### src/rtl/rr_arb138_pkg.sv
// Shared constants and FSM state encoding for the rr_arb138 round-robin arbiter.
package rr_arb138_pkg;

  localparam int unsigned N_REQ = 8;
  localparam int unsigned IDX_W = 3;
  localparam logic [N_REQ-1:0] GRANT_NONE = 8'hFF;

  // FSM state encoding, kept as plain constants for legacy tool flows
  typedef logic [1:0] state_t;
  localparam state_t IDLE  = 2'd0;
  localparam state_t GRANT = 2'd1;
  localparam state_t GAP   = 2'd2;

endpackage

### src/rtl/dec3to8_n.sv
// 3-to-8 active-low decoder with active-high enable (G1 role).
// With g1 low every output line is high; otherwise only line a is driven low.
module dec3to8_n (
  input  logic [2:0] a,
  input  logic       g1,
  output logic [7:0] y
);

  // Decode the select into a single low line when enabled
  always_comb begin
    y = 8'hFF;
    if (g1) begin
      y[a] = 1'b0;
    end
  end

endmodule

### src/rtl/rr_arb138.sv
// Round-robin arbiter for 8 requesters with active-low one-hot grants.
// A one-cycle all-high gap always separates two grants (break-before-make).
// Optional hold limit enabled by defining ARB_TIMEOUT_EN: a grant that lasts
// MAX_HOLD cycles is revoked and timeout pulses for one cycle.
module rr_arb138 #(
  parameter int unsigned N_REQ    = 8,
  parameter int unsigned MAX_HOLD = 16
) (
  input  logic                            clk,
  input  logic                            rst,
  input  logic                            en,
  input  logic [N_REQ-1:0]                req,
  output logic [N_REQ-1:0]                grant_n,
  output logic [rr_arb138_pkg::IDX_W-1:0] grant_idx,
  output logic                            grant_valid,
  output logic                            timeout
);

  import rr_arb138_pkg::*;

  // The grant lines come straight from a 3-bit decoder, so only 8 is legal
  if (N_REQ != rr_arb138_pkg::N_REQ) begin : g_bad_n_req
    $error("rr_arb138: N_REQ must be 8");
  end
  if (MAX_HOLD < 2) begin : g_bad_max_hold
    $error("rr_arb138: MAX_HOLD must be >= 2");
  end

  // Next requester after 'last' in circular order with an active request
  function automatic logic [IDX_W-1:0] pick_winner(input logic [IDX_W-1:0] last,
                                                   input logic [N_REQ-1:0] r);
    logic [IDX_W-1:0] idx;
    logic             found;
    pick_winner = last;
    found       = 1'b0;
    for (int k = 1; k <= 8; k++) begin
      idx = last + IDX_W'(k);
      if (!found && r[idx]) begin
        pick_winner = idx;
        found       = 1'b1;
      end
    end
  endfunction

  state_t           state_q, state_d;
  logic [IDX_W-1:0] last_q, last_d;
  logic [IDX_W-1:0] idx_q, idx_d;
  logic [IDX_W-1:0] winner;

`ifdef ARB_TIMEOUT_EN
  localparam int unsigned HOLD_W = $clog2(MAX_HOLD);
  logic [HOLD_W-1:0] hold_q, hold_d;
  logic              to_q, to_d;
`endif

  assign winner = pick_winner(last_q, req);

  // Next-state logic: arbitrate from IDLE/GAP, hold or release in GRANT
  always_comb begin
    state_d = state_q;
    last_d  = last_q;
    idx_d   = idx_q;
`ifdef ARB_TIMEOUT_EN
    hold_d  = hold_q;
    to_d    = 1'b0;
`endif
    case (state_q)
      GRANT: begin
        // Enable loss wins over both release and the hold limit
        if (!en) begin
          state_d = IDLE;
        end else if (!req[idx_q]) begin
          state_d = GAP;
`ifdef ARB_TIMEOUT_EN
        end else if (hold_q == HOLD_W'(MAX_HOLD - 1)) begin
          state_d = GAP;
          to_d    = 1'b1;
        end else begin
          hold_d  = hold_q + 1'b1;
`endif
        end
      end
      default: begin
        if (en && (req != '0)) begin
          state_d = GRANT;
          idx_d   = winner;
          last_d  = winner;
`ifdef ARB_TIMEOUT_EN
          hold_d  = '0;
`endif
        end else begin
          state_d = IDLE;
        end
      end
    endcase
  end

  // State registers with asynchronous reset
  always_ff @(posedge clk or posedge rst) begin
    if (rst) begin
      state_q <= IDLE;
      last_q  <= 3'd7;
      idx_q   <= '0;
`ifdef ARB_TIMEOUT_EN
      hold_q  <= '0;
      to_q    <= 1'b0;
`endif
    end else begin
      state_q <= state_d;
      last_q  <= last_d;
      idx_q   <= idx_d;
`ifdef ARB_TIMEOUT_EN
      hold_q  <= hold_d;
      to_q    <= to_d;
`endif
    end
  end

  // en gates the grant combinationally so dropping it blanks the lines at once
  assign grant_valid = (state_q == GRANT) & en;
  assign grant_idx   = idx_q;

`ifdef ARB_TIMEOUT_EN
  assign timeout = to_q;
`else
  assign timeout = 1'b0;
`endif

  dec3to8_n u_dec (
    .a  (idx_q),
    .g1 (grant_valid),
    .y  (grant_n)
  );

endmodule

### config.mk
export PLATFORM = sky130hd
export DESIGN_NAME = rr_arb138
export DESIGN_NICKNAME = d
export VERILOG_FILES = /design/src/rtl/rr_arb138_pkg.sv /design/src/rtl/dec3to8_n.sv /design/src/rtl/rr_arb138.sv
export SDC_FILE = /design/constraint.sdc
export NUM_CORES = 1
export LEC_CHECK = 0
export ABC_CLOCK_PERIOD_IN_PS = 3500
export CORE_MARGIN = 4
export CORE_UTILIZATION = 54
export DETAILED_ROUTE_END_ITERATION = 12
export HOLD_SLACK_MARGIN = 0.05
export PLACE_DENSITY = 0.81
export SYNTH_ARGS = -nofsm -noshare
export SYNTH_HDL_FRONTEND = slang
export SYNTH_SLANG_ARGS = --single-unit
### constraint.sdc
create_clock -name clk -period 3.5 [get_ports clk]
set_clock_uncertainty 0.2 [all_clocks]
set_input_delay 0.525 -clock clk [delete_from_list [all_inputs] [get_ports clk]]
set_output_delay 0.525 -clock clk [all_outputs]
set_load 0.1 [all_outputs]
==> impl_metrics.json, run 1 <==
{
  "viasPerCell": 6.43,
  "critical_path_required_ns": 3.44,
  "rows": 18,
  "yosys.area_share.simple_pct": 24.1,
  "synthXorXnorAreaFrac_pct": 3.08,
  "die_y_um": 59.3,
  "synthArstFlopShare_pct": 100,
  "root_buffer": "clkbuf_4",
  "start_kind": "flop",
  "finalCritPeriodShare_pct": 93.9,
  "core_region_area_sq_mm": 0.00250,
  "synth_top_family_by_area": "multiplexers",
  "cts.htree.levels": 1,
  "layout-drive-gt1-share_pct": 24.5,
  "synth_cell_types": 50,
  "fmax_ghz": 0.304,
  "port_buffers": 22,
  "arrival_ns": 3.22,
  "num_vias": 1427,
  "grt_setup_unrepaired": "no",
  "cap_violations": 0,
  "synthAdderAreaFrac_pct": 1.76,
  "timing_worst_setup_path_type": "reg2reg",
  "grt_overflow_total": 0,
  "yosys_most_used_dff": "dfrtp_1",
  "cp_max_fo": 10,
  "hold_buffers": 0,
  "synth_enable_flop_cells": 0,
  "synth_top_area_share_pct": 15.8,
  "final_area_sq_mm": 0.00165,
  "status": "finished, final reports clean",
  "postRouteWirelength_um": 3800,
  "synth_seq_cells": 8,
  "numCtsBuffers": 3,
  "setup_violations": 0,
  "start_util_pct": 56.9,
  "synthCells": 174,
  "min_period_ns": 3.28,
  "cts_resized": 0,
  "die_area_sq_mm": 0.00352,
  "synth_top_area_cell": "mux4_2",
  "antennaDiodeCount": 0,
  "nFillCells": 206,
  "cts_tree": "built",
  "endpoint_kind": "flop",
  "clock_sinks": 8,
  "io_pins": 24,
  "hold_path.class": "in2async",
  "ys_top_cells_by_area": "mux4_2, dfrtp_1, mux2i_1",
  "ant_nets": 0,
  "routedWlPerCell_um": 17.1,
  "netlist_area_sq_mm": 0.00142,
  "synth_nets": 187,
  "cts.clk_slew.worst_paths_ns": 0.05,
  "worstSkewPairLatency_ns": 0.26,
  "dp_hpwl_um": 2930,
  "areaGrowthSynthToFinish_pct": 15.8,
  "critPathLaunch": "last_q[0]$_DFFE_PP1P_",
  "postCtsSetupRepairBufs": 0,
  "gp_congestion": 0.932,
  "drc": 0,
  "grt_first_pass_wirelength_um": 6510,
  "place_area_sq_mm": 0.00162,
  "yosysWarningCount": 0,
  "hold_violations": 0,
  "setup_tns_ns": 0,
  "r2r_start": "last_q[0]$_DFFE_PP1P_",
  "synth_compound_area_share_pct": 21.0,
  "track_usage_pct": 23.7,
  "syn_area_per_cell_sq_um": 8.17,
  "synthMuxAreaShare_pct": 28.5,
  "grt_pass1_vias": 1411,
  "drt-pass1-iter-count": 4,
  "yosysSeqAreaShare_pct": 14.3,
  "final_net_count": 206,
  "antenna_found_initial": 0,
  "dr.first_iter.drc_count": 81,
  "dieWidth_um": 59.3,
  "cts_buffer_depth": 2,
  "grt_max_degree": 19,
  "slew_violations": 0
}
==> cells in the mapped netlist, types with 2 or more instances <==
cell type and count:
a221o_1 2, o21ai_0 11, and2_1 4, nor2b_1 5
mux2_2 8, buf_4 3, nand2b_1 3, a21oi_1 6
nor3_1 2, nor4_1 3, nand3_1 9, clkbuf_1 9
ha_1 2, dfrtp_1 5, xor2_1 2, mux4_2 10
nand2_1 23, a22oi_1 2, xnor2_1 3, o211ai_1 3
dfstp_2 3, mux2i_1 9, a211oi_1 2, nor2_1 11
and3_1 2, inv_1 8
==> final timing paths <==
check / end / cells past startpoint / slack, ns
setup reg to reg: grant_idx[2]$_DFFE_PP0P_ / 10 / 0.22
setup / recovery: grant_idx[2]$_DFFE_PP0P_ / 10 / 0.22
min in group clk: last_q[0]$_DFFE_PP1P_ / 2 / 0.42
hold reg to reg: last_q[0]$_DFFE_PP1P_ / 2 / 0.42
hold / removal: grant_idx[0]$_DFFE_PP0P_ / 2 / 0.30
max in group asynchronous: last_q[2]$_DFFE_PP1P_ / 2 / 2.52
==> worst max-delay path, cell delays in order (launching register included) <==
cell	delay, ns
dfstp_2	0.52
inv_1	0.10
ha_1	0.52
buf_4	0.22
mux4_2	0.35
mux2_2	0.34
a21oi_1	0.24
o21ai_0	0.12
o21ai_0	0.19
a211oi_1	0.10
a221o_1	0.27
==> cell usage in the layout (no fill, tap or decap), types with 2 or more instances in the layout <==
cell type	synthesis	final
xor2_1	2	2
o21ai_0	11	11
clkbuf_4	0	3
mux2i_1	9	9
clkdlybuf4s50_1	0	10
a221o_1	2	2
nand3_1	9	9
ha_1	2	2
nor2b_1	5	5
o211ai_1	3	3
mux4_2	10	10
dfrtp_1	5	5
nor2_1	11	11
xnor2_1	3	3
nor3_1	2	2
nor4_1	3	3
nand2_1	23	23
dfstp_2	3	3
a211oi_1	2	2
a22oi_1	2	2
a21oi_1	6	6
inv_1	8	8
and3_1	2	2
buf_4	3	17
and2_1	4	4
nand2b_1	3	3
mux2_2	8	8
==> metrics by stage <==
stage,utilization [%],std cells,setup WS [ns],hold slack [ns]
global route,65.8,222,0.103,0.330
CTS,65.8,222,0.254,0.301
finish,65.8,222,0.215,0.298
detailed placement,64.8,218,0.160,0.409
floorplan,-,174,0.273,0.139
global placement,64.8,218,0.239,0.410
==> routing by layer <==
metal / global-route usage (%) / up-vias / wire length [um]
li1: - / 688 / -
met1: 33.2 / 668 / 1680
met2: 38.4 / 63 / 1840
met3: 3.27 / 8 / 241
met4: 5.83 / 0 / 45
met5: 0 / - / 0
==> area by class of cell <==
class | count | area, sq um | area share [%]
clock buffer | 4 | 26.3 | 1.60
sequential | 8 | 204 | 12.4
timing repair buffer | 27 | 228 | 13.8
inverter | 8 | 30.0 | 1.83
multi-input combinational | 145 | 1120 | 68.1
tap | 30 | 37.5 | 2.28
==> cell families after synthesis <==
logic type / count (synthesis)
compound gates: 41
xor+xnor: 5
fa+ha+maj: 2
buf+inv: 21
flops: 8
mux: 27
other cells: 1
simple gates: 69
==> sequential cells by signal, indices dropped and copies added (netlist names) <==
| name | count |
|---|---|
| state_q | 2 |
| last_q | 3 |
| grant_idx | 3 |
Power of run 1 is left out: the tool's default activity adds up to more than one toggle a clock period on the data nets, which glitch-free logic cannot reach.
==> inputs of run 2 (changes only) <==
CELL_PAD_IN_SITES_DETAIL_PLACEMENT = 1   (was unset)
CELL_PAD_IN_SITES_GLOBAL_PLACEMENT = 2   (was unset)
CORE_UTILIZATION = 31   (was 54)
PLACE_DENSITY = unset   (was 0.81)
PLACE_DENSITY_LB_ADDON = 0.1   (was unset)
SLEW_MARGIN = 40   (was unset)
==> impl_metrics.json, run 2 (same netlist as run 1, synthesis figures left out) <==
{
  "status": "finished, final reports clean",
  "most-common-layout-cells": "nand2_1, buf_4, nor2_1, o21ai_0",
  "layout-drive-gt1-share_pct": 24.9,
  "port_buffers": 22,
  "start_util_pct": 32.4,
  "final_net_count": 207,
  "clock_sinks": 8,
  "postRouteWirelength_um": 4630,
  "ant_nets": 0,
  "slew_violations": 0,
  "finalCritPeriodShare_pct": 94.2,
  "hold_buffers": 0,
  "drc": 0,
  "antennaDiodeCount": 0,
  "dp_hpwl_um": 3600,
  "gp_congestion": 0.851,
  "io_pins": 24,
  "rows": 24,
  "cts.clk_slew.worst_paths_ns": 0.04,
  "numCtsBuffers": 3,
  "place_ws_ns": 0.0746,
  "nFillCells": 526,
  "track_usage_pct": 17.6,
  "cts_tree": "built",
  "layout.cells.most_common": "nand2_1",
  "grt_first_pass_wirelength_um": 7650,
  "worstSkewPairLatency_ns": 0.23,
  "endpoint_kind": "flop",
  "layout_setup_ws_ns": 0.205,
  "grt_pass1_vias": 1466,
  "hold_violations": 0,
  "grt_max_degree": 19,
  "cts_buffer_depth": 2,
  "critical_path_required_ns": 3.41,
  "drt-pass1-iter-count": 4,
  "min_period_ns": 3.30,
  "routedWlPerCell_um": 18.9,
  "num_vias": 1464,
  "setup_tns_ns": 0,
  "grt_overflow_total": 0,
  "areaGrowthSynthToFinish_pct": 19.5,
  "dr.first_iter.drc_count": 74,
  "antenna_found_initial": 0,
  "cts_resized": 0,
  "start_kind": "flop",
  "cp_max_fo": 10,
  "root_buffer": "clkbuf_8",
  "cap_violations": 0,
  "timing_worst_setup_path_type": "reg2reg",
  "die_y_um": 75.7,
  "fmax_ghz": 0.303,
  "viasPerCell": 5.98,
  "grt_setup_unrepaired": "no",
  "die_area_sq_mm": 0.00573,
  "postCtsSetupRepairBufs": 0,
  "setup_violations": 0,
  "dieWidth_um": 75.7,
  "core_region_area_sq_mm": 0.00438,
  "hold_path.class": "in2async",
  "cts.htree.levels": 1,
  "arrival_ns": 3.20
}
[run 2: stage by stage]
step                area (sq um)  util [%]  std cells  hold WS (ns)
global placement            1650      37.7        241         0.431
floorplan                   1420         -        174         0.139
global route                1700      38.8        245         0.392
finish                      1700      38.8        245         0.348
CTS                         1700      38.8        245         0.364
detailed placement          1650      37.7        241         0.437
[run 2: layer usage]
layer / GRT usage, % / part of all wire (%) / vias to the layer above
li1: - / - / 686
met1: 24.4 / 46 / 739
met2: 30.1 / 50 / 37
met3: 2.11 / 2.9 / 2
met4: 2.33 / 0.50 / 0
met5: 0 / 0 / -
[run 2: layout make-up]
class	count	area [sq um]	share of cell area (%)
tap	52	65.1	3.83
timing repair buffer	28	235	13.8
inverter	8	30.0	1.77
clock buffer	4	45.0	2.65
multi-input combinational	145	1120	65.9
sequential	8	204	12.0
[run 2: final timing paths]
path / from / end / slack, ns / depth (start not counted)
setup / recovery: last_q[0]$_DFFE_PP1P_ / grant_idx[2]$_DFFE_PP0P_ / 0.20 / 9
hold / removal: rst / state_q[0]$_DFFE_PP0P_ / 0.35 / 2
setup reg to reg: last_q[0]$_DFFE_PP1P_ / grant_idx[2]$_DFFE_PP0P_ / 0.20 / 9
hold reg to reg: last_q[2]$_DFFE_PP1P_ / last_q[2]$_DFFE_PP1P_ / 0.45 / 2
max in group asynchronous: rst / last_q[1]$_DFFE_PP1P_ / 2.46 / 2
min in group clk: last_q[2]$_DFFE_PP1P_ / last_q[2]$_DFFE_PP1P_ / 0.45 / 2
[run 2: critical path, cell delays in order (launching register included)]
cell and delay, ns:
dfstp_2 0.54, inv_1 0.13, ha_1 0.53, mux4_2 0.42
and2_1 0.21, o41ai_2 0.33, o21ai_1 0.13, a221oi_2 0.30
a211oi_1 0.09, a221o_1 0.28
Power of run 2 is left out for the same reason.
